### src/rtl/sram_port_arbiter.sv
// +----------------------------------------------------------------------------+
// | sram_port_arbiter: shares one SRAM-like port between inst and data sides,  |
// | with an in-order tag FIFO to route responses back. Option: ARB_RR_EN.     |
// | Rev 1.0 - initial release                                                  |
// +----------------------------------------------------------------------------+
`default_nettype none

module sram_port_arbiter #(
  parameter int MAX_OUTST = 4
) (
  input  logic        clk,
  input  logic        resetn,
  input  logic        inst_req,
  input  logic        inst_wr,
  input  logic [1:0]  inst_size,
  input  logic [3:0]  inst_wstrb,
  input  logic [31:0] inst_addr,
  input  logic [31:0] inst_wdata,
  output logic        inst_addr_ok,
  output logic        inst_data_ok,
  output logic [31:0] inst_rdata,
  input  logic        data_req,
  input  logic        data_wr,
  input  logic [1:0]  data_size,
  input  logic [3:0]  data_wstrb,
  input  logic [31:0] data_addr,
  input  logic [31:0] data_wdata,
  output logic        data_addr_ok,
  output logic        data_data_ok,
  output logic [31:0] data_rdata,
  output logic        mem_req,
  output logic        mem_wr,
  output logic [1:0]  mem_size,
  output logic [3:0]  mem_wstrb,
  output logic [31:0] mem_addr,
  output logic [31:0] mem_wdata,
  input  logic        mem_addr_ok,
  input  logic        mem_data_ok,
  input  logic [31:0] mem_rdata
);

  localparam int PW = $clog2(MAX_OUTST);
  localparam int CW = PW + 1;

  localparam logic [1:0] S_NONE   = 2'd0;
  localparam logic [1:0] S_LOCK_I = 2'd1;
  localparam logic [1:0] S_LOCK_D = 2'd2;

  logic [1:0]    r_state;
  logic [1:0]    w_state_nxt;
  logic          w_grant_i;
  logic          w_grant_d;
  logic          w_room;
  logic          w_pick_d;
  logic          w_push;
  logic          w_pop;
  logic          w_head;
  logic          r_tag [MAX_OUTST];
  logic [PW-1:0] r_wr_ptr;
  logic [PW-1:0] r_rd_ptr;
  logic [CW-1:0] r_count;

`ifdef ARB_RR_EN
  logic r_last_d;

  // On contention, favour whichever side did not win the last handshake.
  assign w_pick_d = !r_last_d;

  always_ff @(posedge clk or negedge resetn) begin
    if (!resetn)     r_last_d <= 1'b0;
    else if (w_push) r_last_d <= w_grant_d;
  end
`else
  assign w_pick_d = 1'b1;
`endif

  // The last free slot is only handed out when a response frees one that cycle.
  assign w_room = !(r_count == CW'(MAX_OUTST)) &&
                  !((r_count == CW'(MAX_OUTST - 1)) && !mem_data_ok);

  always_ff @(posedge clk or negedge resetn) begin
    if (!resetn) r_state <= S_NONE;
    else         r_state <= w_state_nxt;
  end

  always_comb begin
    w_state_nxt = r_state;
    case (r_state)
      S_LOCK_I, S_LOCK_D: if (mem_addr_ok) w_state_nxt = S_NONE;
      default: begin
        w_state_nxt = S_NONE;
        if (w_grant_d && !mem_addr_ok)      w_state_nxt = S_LOCK_D;
        else if (w_grant_i && !mem_addr_ok) w_state_nxt = S_LOCK_I;
      end
    endcase
  end

  always_comb begin
    w_grant_i = 1'b0;
    w_grant_d = 1'b0;
    if (resetn) begin
      case (r_state)
        S_LOCK_I: w_grant_i = 1'b1;
        S_LOCK_D: w_grant_d = 1'b1;
        default: begin
          if (w_room) begin
            w_grant_d = data_req & (!inst_req | w_pick_d);
            w_grant_i = inst_req & !(data_req & (!inst_req | w_pick_d));
          end
        end
      endcase
    end
  end

  always_comb begin
    mem_wr    = 1'b0;
    mem_size  = 2'd0;
    mem_wstrb = 4'd0;
    mem_addr  = 32'd0;
    mem_wdata = 32'd0;
    if (w_grant_d) begin
      mem_wr    = data_wr;
      mem_size  = data_size;
      mem_wstrb = data_wstrb;
      mem_addr  = data_addr;
      mem_wdata = data_wdata;
    end else if (w_grant_i) begin
      mem_wr    = inst_wr;
      mem_size  = inst_size;
      mem_wstrb = inst_wstrb;
      mem_addr  = inst_addr;
      mem_wdata = inst_wdata;
    end
  end

  assign mem_req      = (w_grant_i & inst_req) | (w_grant_d & data_req);
  assign inst_addr_ok = mem_addr_ok & mem_req & w_grant_i;
  assign data_addr_ok = mem_addr_ok & mem_req & w_grant_d;

  assign w_push = mem_req & mem_addr_ok;
  assign w_pop  = mem_data_ok & (r_count != '0);
  assign w_head = r_tag[r_rd_ptr];

  assign inst_data_ok = w_pop & !w_head;
  assign data_data_ok = w_pop & w_head;
  assign inst_rdata   = inst_data_ok ? mem_rdata : 32'd0;
  assign data_rdata   = data_data_ok ? mem_rdata : 32'd0;

  always_ff @(posedge clk) begin
    if (w_push) r_tag[r_wr_ptr] <= w_grant_d;
  end

  always_ff @(posedge clk or negedge resetn) begin
    if (!resetn) begin
      r_wr_ptr <= '0;
      r_rd_ptr <= '0;
      r_count  <= '0;
    end else begin
      if (w_push) r_wr_ptr <= r_wr_ptr + PW'(1);
      if (w_pop)  r_rd_ptr <= r_rd_ptr + PW'(1);
      case ({w_push, w_pop})
        2'b10:   r_count <= r_count + CW'(1);
        2'b01:   r_count <= r_count - CW'(1);
        default: r_count <= r_count;
      endcase
    end
  end

endmodule

`default_nettype wire

### config.mk
export PLATFORM = sky130hd
export DESIGN_NAME = sram_port_arbiter
export DESIGN_NICKNAME = d
export VERILOG_FILES = /design/src/rtl/sram_port_arbiter.sv
export SDC_FILE = /design/constraint.sdc
export NUM_CORES = 1
export LEC_CHECK = 0
export CORE_AREA = 10 10 116 118
export DETAILED_ROUTE_END_ITERATION = 8
export DIE_AREA = 0 0 126 128
export PLACE_DENSITY = 0.7
export SYNTH_ARGS = -nofsm -noshare
export SYNTH_HDL_FRONTEND = slang
export SYNTH_SLANG_ARGS = --single-unit
### constraint.sdc
create_clock -name clk -period 6.37 [get_ports clk]
set_clock_uncertainty 0.2 [all_clocks]
set_input_delay 1.274 -clock clk [delete_from_list [all_inputs] [get_ports clk]]
set_output_delay 1.274 -clock clk [all_outputs]
set_load 0.1 [all_outputs]
==> flow_summary_export.csv <==
group,metric,value,unit
final_layout,final_common_cell,"clkdlybuf4s50_1",
status,status,"completed",
timing,fin_ws,1.28,ns
final_layout,mostFrequentLayoutCells,"clkdlybuf4s50_1 (179), buf_4 (145), a22o_1 (71), and3_1 (36), and2_1 (34)",
power_and_ir_drop,cellPowerDensity,444,mW/mm²
global_route,grt_pass1_wl,21700,µm
synthesis,netlist-cell-type-count,37,
timing,setup_viol,0,
synthesis,synth-edff-count,4,
setup_path,slowest_stage,"clkdlybuf4s50_1",
timing,hold_violations,0,
cts,cts_setup_buffers,0,
cts,clkTransAtPathRegs,0.05,ns
final_layout,syn_to_final_growth,146,%
routing,drc,0,
global_route,grt_pass1_vias,3417,
worst_hold_path,min_path_type,"reg -> reg",
synthesis,async_reset_ff_share,69.2,%
final_layout,utilization,44.8,%
final_layout,fin_nets,730,
final_layout,multiInputGateArea,0.00151,mm²
timing,period_needed,5.09,ns
floorplan,rows,39,
synthesis,synth_ff_type,"dfrtp_1",
setup_path,arrival,3.61,ns
routing,ant_nets,0,
setup_path,cp-start-kind,"input pin",
place,io_buffers,319,
floorplan,coreArea,0.0112,mm²
synthesis,yosysWarnings,0,
place,dp_hpwl,13400,µm
routing,drtIter0Drc,103,
setup_path,path_class,"in -> out",
cts,htree_num_levels,1,
floorplan,dieWidth,126,µm
timing,max_freq,197,MHz
cts,cts.sinks,13,
routing,vias_per_cell,4.69,
global_route,antenna_found_initial,0,
setup_path,worstRegToRegCells,11,
place,dp_cells,680,
setup_path,critPathMaxFanout,31,
timing,maxSlewViolCount,0,
setup_path,critPathRequiredTime,4.90,ns
synthesis,avgSynthCellArea,8.55,µm²
synthesis,synth_nets,427,
floorplan,initial_core_util,18.2,%
final_layout,stdcell_count,686,
final_layout,final_layout_size_suffix_gt1_share,29.0,%
setup_path,ff2ff_setup_slack,3.39,ns
floorplan,die_y,128,µm
setup_path,r2r_end,"r_count[2]",
timing,grt_setup_unrepaired,"no",
cts,cts_resized,0,
cts,clkLatencyLatePin,0.24,ns
timing,period_share,79.9,%
power_and_ir_drop,fin_total_pwr,2.23,mW
synthesis,synthCells,239,
setup_path,cp_slowest_stage_delay,0.53,ns
cts,postCtsHoldBufs,0,
power_and_ir_drop,p_leak,2.41,nW
floorplan,pin_count,320,
flow_run,drv_cap,0,
global_route,grtUsageTotal,17.0,%
timing,tns,0,ns
cts,cts_tree,"done",
timing,relSlewSlack,39.8,%
final_layout,layout.area.seq,345,µm²
cts,cts_buffers,3,
setup_path,path_cells,"clkdlybuf4s50_1 > nor2b_1 > a41oi_2 > nor2b_4 > buf_4 > a22o_1 > buf_4",
setup_path,r2r_start,"r_state[0]",
worst_hold_path,min_from,"r_rd_ptr[1]",
routing,vias,3216,
floorplan,design.die.area,0.0161,mm²
cts,clock_path_buffers,2,
synthesis,ys_seq_elements,13,
worst_hold_path,hold_end,"r_rd_ptr[1]",
place,post-place-ws,1.30,ns
setup_path,cpMostUsedCell,"buf_4",
routing,drt_pass1_iterations,6,
setup_path,end_kind,"primary output",
routing,drt-wirelength-per-cell,22.0,µm
synthesis,syn_area,0.00204,mm²
global_route,gr-total-overflow,0,
power_and_ir_drop,ir_drop,0.277,mV
global_route,grt_start_max_net_pins,48,
cts,cts-root-buf,"clkbuf_16",
final_layout,fillers,1093,
worst_hold_path,min_path_cells,1,
synthesis,yosysSeqAreaShare,16.9,%
place,place_congestion,0.908,
routing,wirelength,15100,µm
timing,tightest_slew,0.902,ns
-- power by group --
part | leakage, nW | switching [mW] | internal, mW
registers | 0.147 | 0.0276 | 0.115
logic | 2.22 | 1.51 | 0.464
clock network | 0.0382 | 0.0342 | 0.0843
total | 2.41 | 1.57 | 0.663
-- layer usage --
metal | GRT usage (%) | vias to the layer above | wire, µm
met2 | 31.8 | 225 | 7950
li1 | - | 1520 | -
met3 | 7.15 | 17 | 1780
met5 | 0 | - | 0
met1 | 17.1 | 1454 | 5120
met4 | 3.55 | 0 | 230
-- worst max-delay path by stage --
stage	from	end	cells past startpoint
global placement	mem_data_ok	mem_wstrb[2]	7
floorplan	data_req	inst_addr_ok	4
CTS	mem_data_ok	mem_wstrb[2]	7
global route	mem_data_ok	mem_addr[10]	7
detailed placement	inst_req	mem_wstrb[2]	7
finish	inst_req	mem_wstrb[3]	7
-- logic make-up (layout without fill, tap and decap cells) --
logic type                 count (synthesis)  count (layout)  share of synthesized area, %
and+or+nand+nor                           92              92                          28.2
AOI/OAI and AO/OA                         84              84                          35.4
buffers and inverters                     34             336                          10.0
DFF                                       13              13                          16.9
adders and majority gates                  8               8                          5.26
xor gates and xnor gates                   6               6                          2.57
muxes                                      2               2                          1.65
other                                      0               2                             0
-- cell usage after synthesis, types with 2 or more instances --
library cell / n / area (µm²)
a21oi_1: 4 / 20.0
a22o_1: 71 / 622
and2_1: 34 / 213
and3_1: 36 / 225
buf_2: 8 / 40.0
buf_6: 9 / 101
clkbuf_1: 9 / 33.8
dfrtp_1: 9 / 225
edfxtp_1: 4 / 120
ha_1: 7 / 87.6
inv_1: 8 / 30.0
nand2_1: 3 / 11.3
nand2b_1: 4 / 25.0
nand3_1: 3 / 15.0
nand4_1: 2 / 12.5
nor2b_1: 2 / 12.5
nor3b_1: 2 / 15.0
xnor2_1: 4 / 35.0
xor2_1: 2 / 17.5
-- sequential cells by signal, summed over array words and instances, names as in the netlist --
signal    flops
r_wr_ptr      2
r_rd_ptr      2
r_state       2
r_tag         4
r_count       3
-- worst max-delay path: cells and delay by family --
| kind | cells | cell delay (ns) |
|---|---|---|
| buffers and inverters | 3 | 1.23 |
| AOI/OAI and AO/OA | 2 | 0.37 |
| and+or+nand+nor | 2 | 0.70 |
-- stage by stage --
| stage | cell area, µm² | hold WS, ns |
|---|---|---|
| after floorplan | 2040 | 0.253 |
| after global routing | 5030 | 0.313 |
| after global placement | 4950 | 0.272 |
| after CTS | 5030 | 0.283 |
| after detailed placement | 4950 | 0.274 |
| final | 5030 | 0.277 |
-- area by class of cell --
cell class / instances / area share, %
timing repair buffer: 324 / 57.2
multi-input combinational: 192 / 30.1
sequential: 13 / 6.86
tap: 143 / 3.56
clock buffer: 4 / 1.57
inverter: 8 / 0.597
antenna: 2 / 0.0995
Note: power is estimated with default switching activity, not from simulation.
